File: config.mk
export PLATFORM = sky130hd
export DESIGN_NAME = mem_port_arbiter
export DESIGN_NICKNAME = d
export VERILOG_FILES = /design/src/rtl/mem_port_arbiter.sv
export SDC_FILE = /design/constraint.sdc
export NUM_CORES = 1
export LEC_CHECK = 0
export BUFFER_PORTS_ARGS = -buffer_cell sky130_fd_sc_hd__buf_2
export CAP_MARGIN = 20
export CORE_AREA = 5 5 274 276
export CTS_CLUSTER_SIZE = 30
export DETAILED_ROUTE_END_ITERATION = 10
export DIE_AREA = 0 0 279 281
export PLACE_DENSITY = 0.52
export SLEW_MARGIN = 0
export SYNTH_ARGS = -nofsm -noshare
export SYNTH_HDL_FRONTEND = slang
export SYNTH_SLANG_ARGS = --single-unit
export TNS_END_PERCENT = 30
File: constraint.sdc
create_clock -name clk -period 41.6 [get_ports clk]
set_input_delay 8.32 -clock clk [delete_from_list [all_inputs] [get_ports clk]]
set_output_delay 8.32 -clock clk [all_outputs]
set_load 0.02 [all_outputs]
File: src/rtl/mem_port_arbiter.sv
// Round-robin, non-preemptive arbiter sharing one line-wide memory port between
// an instruction fetch requester and a data requester, with store merge (RMW).
module mem_port_arbiter #(
  parameter int LINE_WIDTH = 256,
  parameter int ADDR_WIDTH = 32
) (
  input  logic                  clk,
  input  logic                  rst,
  input  logic                  i_read,
  input  logic [ADDR_WIDTH-1:0] i_address,
  output logic [31:0]           i_rdata,
  output logic                  i_resp,
  input  logic                  d_read,
  input  logic                  d_write,
  input  logic [3:0]            d_byte_enable,
  input  logic [ADDR_WIDTH-1:0] d_address,
  input  logic [31:0]           d_wdata,
  output logic [31:0]           d_rdata,
  output logic                  d_resp,
  output logic                  pmem_read,
  output logic                  pmem_write,
  output logic [ADDR_WIDTH-1:0] pmem_address,
  output logic [LINE_WIDTH-1:0] pmem_wdata,
  input  logic [LINE_WIDTH-1:0] pmem_rdata,
  input  logic                  pmem_resp,
  output logic                  protocol_error
);

  localparam int WORDS = LINE_WIDTH / 32;
  localparam int OFF_W = $clog2(WORDS);
  localparam int LSB   = OFF_W + 2;
  localparam logic REQ_I = 1'b0;
  localparam logic REQ_D = 1'b1;

  typedef enum logic [2:0] {
    IDLE     = 3'd0,
    I_RD     = 3'd1,
    D_RD     = 3'd2,
    D_RMW_RD = 3'd3,
    D_RMW_WR = 3'd4,
    RESP     = 3'd5
  } state_t;

  typedef logic [WORDS-1:0][31:0]     line_words_t;
  typedef logic [WORDS-1:0][3:0][7:0] line_bytes_t;

  function automatic logic [31:0] get_word(input logic [LINE_WIDTH-1:0] line,
                                           input logic [OFF_W-1:0] off);
    line_words_t w;
    w = line;
    return w[off];
  endfunction

  function automatic logic [LINE_WIDTH-1:0] merge_line(input logic [LINE_WIDTH-1:0] line,
                                                       input logic [OFF_W-1:0] off,
                                                       input logic [3:0] be,
                                                       input logic [31:0] wd);
    line_bytes_t     r;
    logic [3:0][7:0] wb;
    r  = line;
    wb = wd;
    if (be[0]) r[off][2'd0] = wb[2'd0];
    if (be[1]) r[off][2'd1] = wb[2'd1];
    if (be[2]) r[off][2'd2] = wb[2'd2];
    if (be[3]) r[off][2'd3] = wb[2'd3];
    return r;
  endfunction

  state_t                state_q;
  logic                  last_grant_q;
  logic                  id_q;
  logic [OFF_W-1:0]      off_q;
  logic [3:0]            be_q;
  logic [31:0]           wdata_q;
  logic                  pmem_read_q;
  logic                  pmem_write_q;
  logic [ADDR_WIDTH-1:0] pmem_address_q;
  logic [LINE_WIDTH-1:0] pmem_wdata_q;
  logic                  i_resp_q;
  logic                  d_resp_q;
  logic [31:0]           i_rdata_q;
  logic [31:0]           d_rdata_q;
  logic                  perr_q;

  logic                  d_pend_s;
  logic                  grant_d_s;
  logic                  hold_ok_s;
  logic                  perr_d;
  logic [ADDR_WIDTH-1:0] req_addr_s;
  logic [LINE_WIDTH-1:0] merge_s;
  logic                  addr_unused_s;

  // Grant selection and requester-protocol monitoring
  always_comb begin
    d_pend_s   = d_read | d_write;
    grant_d_s  = d_pend_s & (~i_read | ~last_grant_q);
    req_addr_s = grant_d_s ? d_address : i_address;
    if (state_q == IDLE) begin
      hold_ok_s = 1'b1;
    end else if (id_q == REQ_D) begin
      hold_ok_s = d_pend_s;
    end else begin
      hold_ok_s = i_read;
    end
    perr_d  = perr_q | (d_read & d_write) | ~hold_ok_s;
    merge_s = merge_line(pmem_rdata, off_q, be_q, wdata_q);
  end

  assign addr_unused_s = ^req_addr_s[1:0];

  // Transaction FSM with registered memory-side and requester-side outputs
  always_ff @(posedge clk or posedge rst) begin
    if (rst) begin
      state_q        <= IDLE;
      last_grant_q   <= REQ_D;
      id_q           <= REQ_I;
      off_q          <= '0;
      be_q           <= 4'd0;
      wdata_q        <= 32'd0;
      pmem_read_q    <= 1'b0;
      pmem_write_q   <= 1'b0;
      pmem_address_q <= '0;
      pmem_wdata_q   <= '0;
      i_resp_q       <= 1'b0;
      d_resp_q       <= 1'b0;
      i_rdata_q      <= 32'd0;
      d_rdata_q      <= 32'd0;
      perr_q         <= 1'b0;
    end else begin
      perr_q    <= perr_d;
      i_resp_q  <= 1'b0;
      d_resp_q  <= 1'b0;
      i_rdata_q <= 32'd0;
      d_rdata_q <= 32'd0;
      case (state_q)
        IDLE: begin
          if (i_read || d_pend_s) begin
            last_grant_q <= grant_d_s;
            id_q         <= grant_d_s;
            off_q        <= req_addr_s[LSB-1:2];
            be_q         <= d_byte_enable;
            wdata_q      <= d_wdata;
            // A store with an empty mask touches nothing and completes at once
            if (grant_d_s && !d_read && (d_byte_enable == 4'd0)) begin
              d_resp_q <= 1'b1;
              state_q  <= RESP;
            end else begin
              pmem_read_q    <= 1'b1;
              pmem_address_q <= {req_addr_s[ADDR_WIDTH-1:LSB], {LSB{1'b0}}};
              if (!grant_d_s)  state_q <= I_RD;
              else if (d_read) state_q <= D_RD;
              else             state_q <= D_RMW_RD;
            end
          end
        end
        I_RD, D_RD: begin
          if (pmem_resp) begin
            pmem_read_q    <= 1'b0;
            pmem_address_q <= '0;
            state_q        <= RESP;
            if (id_q == REQ_D) begin
              d_resp_q  <= 1'b1;
              d_rdata_q <= get_word(pmem_rdata, off_q);
            end else begin
              i_resp_q  <= 1'b1;
              i_rdata_q <= get_word(pmem_rdata, off_q);
            end
          end
        end
        D_RMW_RD: begin
          if (pmem_resp) begin
            pmem_read_q  <= 1'b0;
            pmem_write_q <= 1'b1;
            pmem_wdata_q <= merge_s;
            state_q      <= D_RMW_WR;
          end
        end
        D_RMW_WR: begin
          if (pmem_resp) begin
            pmem_write_q   <= 1'b0;
            pmem_address_q <= '0;
            pmem_wdata_q   <= '0;
            d_resp_q       <= 1'b1;
            state_q        <= RESP;
          end
        end
        RESP:    state_q <= IDLE;
        default: state_q <= IDLE;
      endcase
    end
  end

  assign pmem_read      = pmem_read_q;
  assign pmem_write     = pmem_write_q;
  assign pmem_address   = pmem_address_q;
  assign pmem_wdata     = pmem_wdata_q;
  assign i_resp         = i_resp_q;
  assign d_resp         = d_resp_q;
  assign i_rdata        = i_rdata_q;
  assign d_rdata        = d_rdata_q;
  assign protocol_error = perr_q;

endmodule
==> out/qor.csv, run 1 <==
metric;value;unit
dpl.hpwl;71600;um
power_density;86.7;nW/um2
rsz0062_at_grt;no;
holdPathEnd;pmem_wdata[52];
synth_top_cell_by_area;dfrtp_1;
finish.utilization;0.349;
synthesis.area;19300;um2
track_usage;0.236;
avgSynthCellArea;10.1;um2
outcome;completed;
routedWlPerCell;27.6;um
drc_errors;0;
critPathMaxStageDelay;0.76;ns
grt_start_max_net_pins;105;
dr.pass1.iters;7;
worstPathMaxFanout;99;
async_reset_ff_frac;1.00;
grt_pass1_wl;137000;um
numCtsBuffers;47;
synth_xor_area_frac;0.000907;
synth_fa_ha_area_frac;0;
worst_setup_hold_path_clk_slew;0.06;ns
cts_tree;built;
synth_compound_area_frac;0.116;
p_leak;0.0134;uW
setup.worst_path.class;primary input to asynchronous set/reset pin;
min_period_over_period;0.257;
setup_viol_count_final;0;
min_period;10.68;ns
r2r_slack;37.63;ns
slew_headroom;0.240;
fin_setup_tns;0;ns
dieArea;78400;um2
hold_violations;0;
ant_nets;0;
grt_use_met2;0.400;
seqCellArea;9920;um2
rows;99;
postSynthCellCount;1905;
synth_simple_gate_area_frac;0.125;
synth_top_family_by_area;multiplexers;
crit_top_cell;buf_4;
ir_worst_vdd;0.0000524;V
hold_depth;2;
yosysSeqAreaShare;0.513;
synthMuxAreaShare;0.201;
grt-busiest-layer;met2;
r2r_end;pmem_wdata[88];
rr_startpoint;off_q[1];
drive_gt1_frac;0.358;
crit_slowest_cell;buf_4;
grt_pass1_vias;18900;
arrival;11.19;ns
met1_usage;0.295;
hold_buffers;0;
worst_slew_pin_slew;1.14;ns
worstSetupStartpointType;primary input;
htreeDepth;2;
hp-start;pmem_wdata[52];
grt_overflow_total;0;
antenna_found_initial;27;
synth_edf_count;0;
ctsResizeCount;0;
crit_chain;buf_2, inv_8, buf_4, buf_4, buf_4;
required;42.11;ns
drt-total-wl;97500;um
hold_ws;0.477;ns
end_kind;asynchronous set/reset pin;
report.final.slew_viol_count;0;
cts_setup_buffers;0;
multi_input_area;8640;um2
grtUsageMet3;0.0648;
core_area;72300;um2
cap_violations;0;
yosysMostFrequentCell;nand2_1;
finClkSkew;0.0206;ns
start_util;0.267;
synthTopCellsByArea;dfrtp_1 51%, mux2i_1 15%, nand2_1 8.6%, o21ai_0 6.5%, mux4_2 2.6%;
synth.top_cell.area_share;0.512;
clockBufferDepth;3;
critical-path-top-delay-family;buffers and inverters;
fillers;7516;
cp_num_buf_inv;5;
yosys_warnings;0;
nets;2883;
root_buffer;clkbuf_16;
ys_ff_latch;396;
vias;18100;
drtIter0Drc;1310;
port-buffer-count;709;
synthFlopType;dfrtp_1;
synth_cell_types;58;
die_y;281;um
die_width;279;um
rr_worst_depth;6;
gp_congestion;0.922;
clk_latency;0.58;ns
synth_commonest_cells;443 x nand2_1, 395 x dfrtp_1, 284 x mux2i_1, 250 x o21ai_0, 88 x clkbuf_1;
timing.fmax;0.0936;GHz
area_growth_syn_to_layout;30.9;%
routed_via_density;5.12;
ioPinCount;719;
clkSinkCount;396;
hold_path_class;flop to flop;
-- routing by layer --
layer  share of wire  up-vias  wire length, um
met3           0.084      183             8200
li1                -     7870                -
met1            0.40     9105            39000
met4           0.034       10             3340
met2            0.48      928            46800
met5         0.00065        -               63
-- final cells by class --
| class | count | share of cell area |
|---|---|---|
| multi-input cells | 1330 | 0.342 |
| diodes | 18 | 0.00178 |
| inverters | 7 | 0.00134 |
| well taps | 959 | 0.0475 |
| clock inverters | 20 | 0.00995 |
| clock buffers | 67 | 0.0555 |
| flip-flops and latches | 396 | 0.393 |
| repair buffers | 739 | 0.149 |
-- stage by stage --
step	setup slack (ns)	cell area, um2	cells	power (uW)
after floorplan	22.27	19300	1909	1290
after detailed placement	30.13	23600	3430	1760
after CTS	30.78	25200	3517	2210
final	30.92	25300	3536	2190
after global routing	30.38	25300	3529	2310
after global placement	30.23	23600	3430	1740
-- cell usage in the layout, fill, tap and decap left out, types with 6 or more instances in the layout --
master,count
mux2i_1,284
and2_1,12
a21oi_1,36
diode_2,18
o22ai_1,8
and3_1,13
o21ai_1,9
clkbuf_16,48
a221o_1,11
clkbuf_8,13
nor2b_1,8
nand3b_1,9
buf_2,709
mux4_2,22
buf_4,29
nor2_1,64
dfrtp_1,392
clkinv_2,9
clkbuf_1,6
o21ai_0,250
a22oi_1,6
nand2_1,442
a22o_1,12
mux2_2,40
a221oi_1,25
-- report_power, final --
| group | internal (uW) | leakage, uW | total, uW | switching [uW] |
|---|---|---|---|---|
| combinational | 328 | 0.00731 | 1030 | 698 |
| clock | 266 | 0.000814 | 443 | 177 |
| sequential | 558 | 0.00527 | 721 | 163 |
| total | 1150 | 0.0134 | 2190 | 1040 |
-- flip-flops by register name, summed over array words and instances, names as in the netlist, 3 cells and up --
| name | count |
|---|---|
| wdata_q | 32 |
| pmem_address | 27 |
| off_q | 3 |
| d_rdata | 32 |
| pmem_wdata | 256 |
| be_q | 4 |
| state_q | 3 |
| i_rdata | 32 |
-- worst min-delay path, stage by stage, from the launching register on --
cell and delay, ns:
dfrtp_1 0.34, nand2_1 0.05, o21ai_0 0.06
-- how the worst max path moves through the flow --
stage / end / slack (ns) / start / depth (start not counted)
floorplan: be_q[0] / 22.27 / rst / 1
global placement: off_q[0] / 30.23 / rst / 5
detailed placement: off_q[2] / 30.13 / rst / 5
CTS: off_q[2] / 30.78 / rst / 5
global route: off_q[2] / 30.38 / rst / 5
finish: off_q[2] / 30.92 / rst / 5
-- logic make-up (layout without fill, tap and decap cells) --
family | after synthesis | in the layout
buffers and inverters | 183 | 833
DFF | 396 | 396
AOI/OAI and AO/OA | 383 | 383
muxes | 354 | 354
other | 1 | 23
xor gates and xnor gates | 2 | 2
and+or+nand+nor | 586 | 586
No activity file was read; power rests on OpenSTA's default activity.
==> run 2: changes to the inputs <==
--- a/config.mk
+++ b/config.mk
@@ -7,11 +7,11 @@
 export LEC_CHECK = 0
 export BUFFER_PORTS_ARGS = -buffer_cell sky130_fd_sc_hd__buf_2
 export CAP_MARGIN = 20
-export CORE_AREA = 5 5 274 276
+export CORE_AREA = 5 5 277 279
 export CTS_CLUSTER_SIZE = 30
 export DETAILED_ROUTE_END_ITERATION = 10
-export DIE_AREA = 0 0 279 281
-export PLACE_DENSITY = 0.52
+export DIE_AREA = 0 0 282 284
+export PLACE_DENSITY = 0.53
 export SLEW_MARGIN = 0
 export SYNTH_ARGS = -nofsm -noshare
 export SYNTH_HDL_FRONTEND = slang
==> constraint.sdc (replaced) <==
create_clock -name clk -period 9.2 [get_ports clk]
set_input_delay 1.84 -clock clk [delete_from_list [all_inputs] [get_ports clk]]
set_output_delay 1.84 -clock clk [all_outputs]
set_load 0.02 [all_outputs]
==> run 2 against run 1 <==
  * Via count down 3.1%
  * Non-clock buffer count unchanged
  * Clock skew up 0.0012 ns
  * Worst setup slack worse by 26 ns
  * Highest routed layer unchanged
==> out/qor.csv, run 2 (synthesis gave the netlist of run 1 again) <==
metric;value;unit;change
p_clk_frac;0.213;;+0.011
min_period;3.80;ns;
p_leak;0.0135;uW;+0.55%
final_cell_mix;709 x buf_2, 442 x nand2_1, 392 x dfrtp_1;;
antenna_found_initial;20;;-26%
setup.worst_path.class;flop to flop;;
clockBufferDepth;3;;unchanged
min_period_over_period;0.413;;
hold_path_class;flop to flop;;
worst_slew_pin_slew;1.15;ns;+0.00535 ns
worst_setup_hold_path_clk_slew;0.06;ns;about the same
power_density;395;nW/um2;+360%
routedWlPerCell;27.4;um;-0.72%
required;9.72;ns;-32.39 ns
numCtsBuffers;48;;+2.1%
track_usage;0.232;;-0.00475
fin_setup_tns;0;ns;unchanged
grt_overflow_total;0;;unchanged
fin_area;25500;um2;+0.70%
cts_tree;built;;
ant_nets;0;;unchanged
timing.fmax;0.263;GHz;
r2r_slack;5.40;ns;-32.23 ns
power_frac_comb;0.468;;about the same
crit_top_cell;buf_4;;
hold_buffers;0;;unchanged
grt_pass1_vias;18200;;-3.5%
p_sw;4740;uW;+360%
clkSinkCount;396;;unchanged
seqCellArea;9920;um2;unchanged
rows;100;;+1.0%
crit_slowest_cell;nor2b_4;;
vias;17500;;-3.1%
dpl.hpwl;70000;um;-2.3%
largest_reg_flops;256;;unchanged
p_seq_frac;0.319;;-0.010
outcome;completed;;
rsz0062_at_grt;no;;
routed_via_density;4.94;;-3.5%
drc_errors;0;;unchanged
die_width;282;um;+1.1%
critPathMaxStageDelay;0.81;ns;+0.05 ns
drive_gt1_frac;0.359;;+0.00103
cap_violations;0;;unchanged
swShare;0.471;;-0.00357
cts_setup_buffers;0;;unchanged
worstSetupStartpointType;flop;;
dieArea;80100;um2;+2.2%
pre_cts_ws;5.22;ns;-24.91 ns
ioPinCount;719;;unchanged
die_y;284;um;+1.1%
port-buffer-count;709;;unchanged
fin_ws;5.40;ns;-25.52 ns
end_kind;flop;;
finClkSkew;0.0219;ns;+0.00122 ns
drt-total-wl;97200;um;-0.30%
placed_cell_area;23600;um2;+0.30%
crit_chain;buf_4, buf_4, nor2b_4, a22oi_1, o22ai_1, and2_1;;
ir_worst_vdd;0.000175;V;+240%
grt_start_max_net_pins;153;;+46%
start_util;0.261;;-0.00580
root_buffer;clkbuf_16;;
report.final.slew_viol_count;0;;unchanged
area_growth_syn_to_layout;31.8;%;
fillers;7785;;+3.6%
slew_headroom;0.235;;-0.00514
clk_latency;0.59;ns;about the same
layout_commonest_cell;buf_2;;
hold_violations;0;;unchanged
core_area;73900;um2;+2.2%
ctsResizeCount;0;;unchanged
dr.pass1.iters;9;;+2
multi_input_area;8650;um2;about the same
grt_pass1_wl;136000;um;-0.94%
htreeDepth;2;;unchanged
setup_viol_count_final;0;;unchanged
p_int;5320;uW;+360%
drtIter0Drc;1209;;-7.7%
arrival;4.32;ns;-6.87 ns
worstPathMaxFanout;36;;-64%
nets;2884;;+0.035%
gp_congestion;0.865;;-6.2%
[run 2: path summary, 6_finish.rpt]
kind | from | end | cells after the start
worst max-delay path | off_q[2] | i_rdata[27] | 6
worst min-delay path | pmem_wdata[6] | pmem_wdata[6] | 2
worst max register to register | off_q[2] | i_rdata[27] | 6
worst min register to register | pmem_wdata[6] | pmem_wdata[6] | 2
max in group asynchronous | rst | off_q[2] | 4
min in group asynchronous | rst | pmem_wdata[139] | 3
[run 2: area by class of cell]
class | count | area share
flip-flops and latches | 396 | 0.390
multi-input cells | 1330 | 0.340
repair buffers | 739 | 0.150
clock buffers | 64 | 0.0543
well taps | 969 | 0.0476
clock inverters | 24 | 0.0149
diodes | 22 | 0.00216
inverters | 7 | 0.00118
[run 2: worst max-delay path, delay by kind of cell, from the launching register on]
kind	cells	cell delay, ns
AND/OR/NAND/NOR	2	1.04
buffers and inverters	2	1.10
AO/OA/AOI/OAI	2	0.90
flip-flops	1	0.64
[run 2: layer usage]
layer / track usage / share of wire / vias to the layer above
li1: - / - / 7882
met1: 0.297 / 0.41 / 8718
met2: 0.382 / 0.47 / 783
met3: 0.0577 / 0.081 / 155
met4: 0.0799 / 0.036 / 6
met5: 0 / 0.00035 / -
[run 2: per-stage QoR]
step	hold slack, ns	std cells	util	total power (uW)
final	0.470	3551	0.344	10100
after global routing	0.488	3538	0.344	10600
after CTS	0.478	3529	0.343	10200
after detailed placement	0.464	3441	0.320	7990
after global placement	0.458	3440	0.320	7940
after floorplan	0.508	1909	-	5840
[run 2: power by group through the flow]
stage | registers (uW) | logic (uW) | clock network (uW)
after global routing | 3310 | 5040 | 2260
after detailed placement | 3230 | 4760 | 0
after global placement | 3210 | 4740 | 0
final | 3210 | 4700 | 2150
after floorplan | 3740 | 2100 | 0
after CTS | 3210 | 4770 | 2190
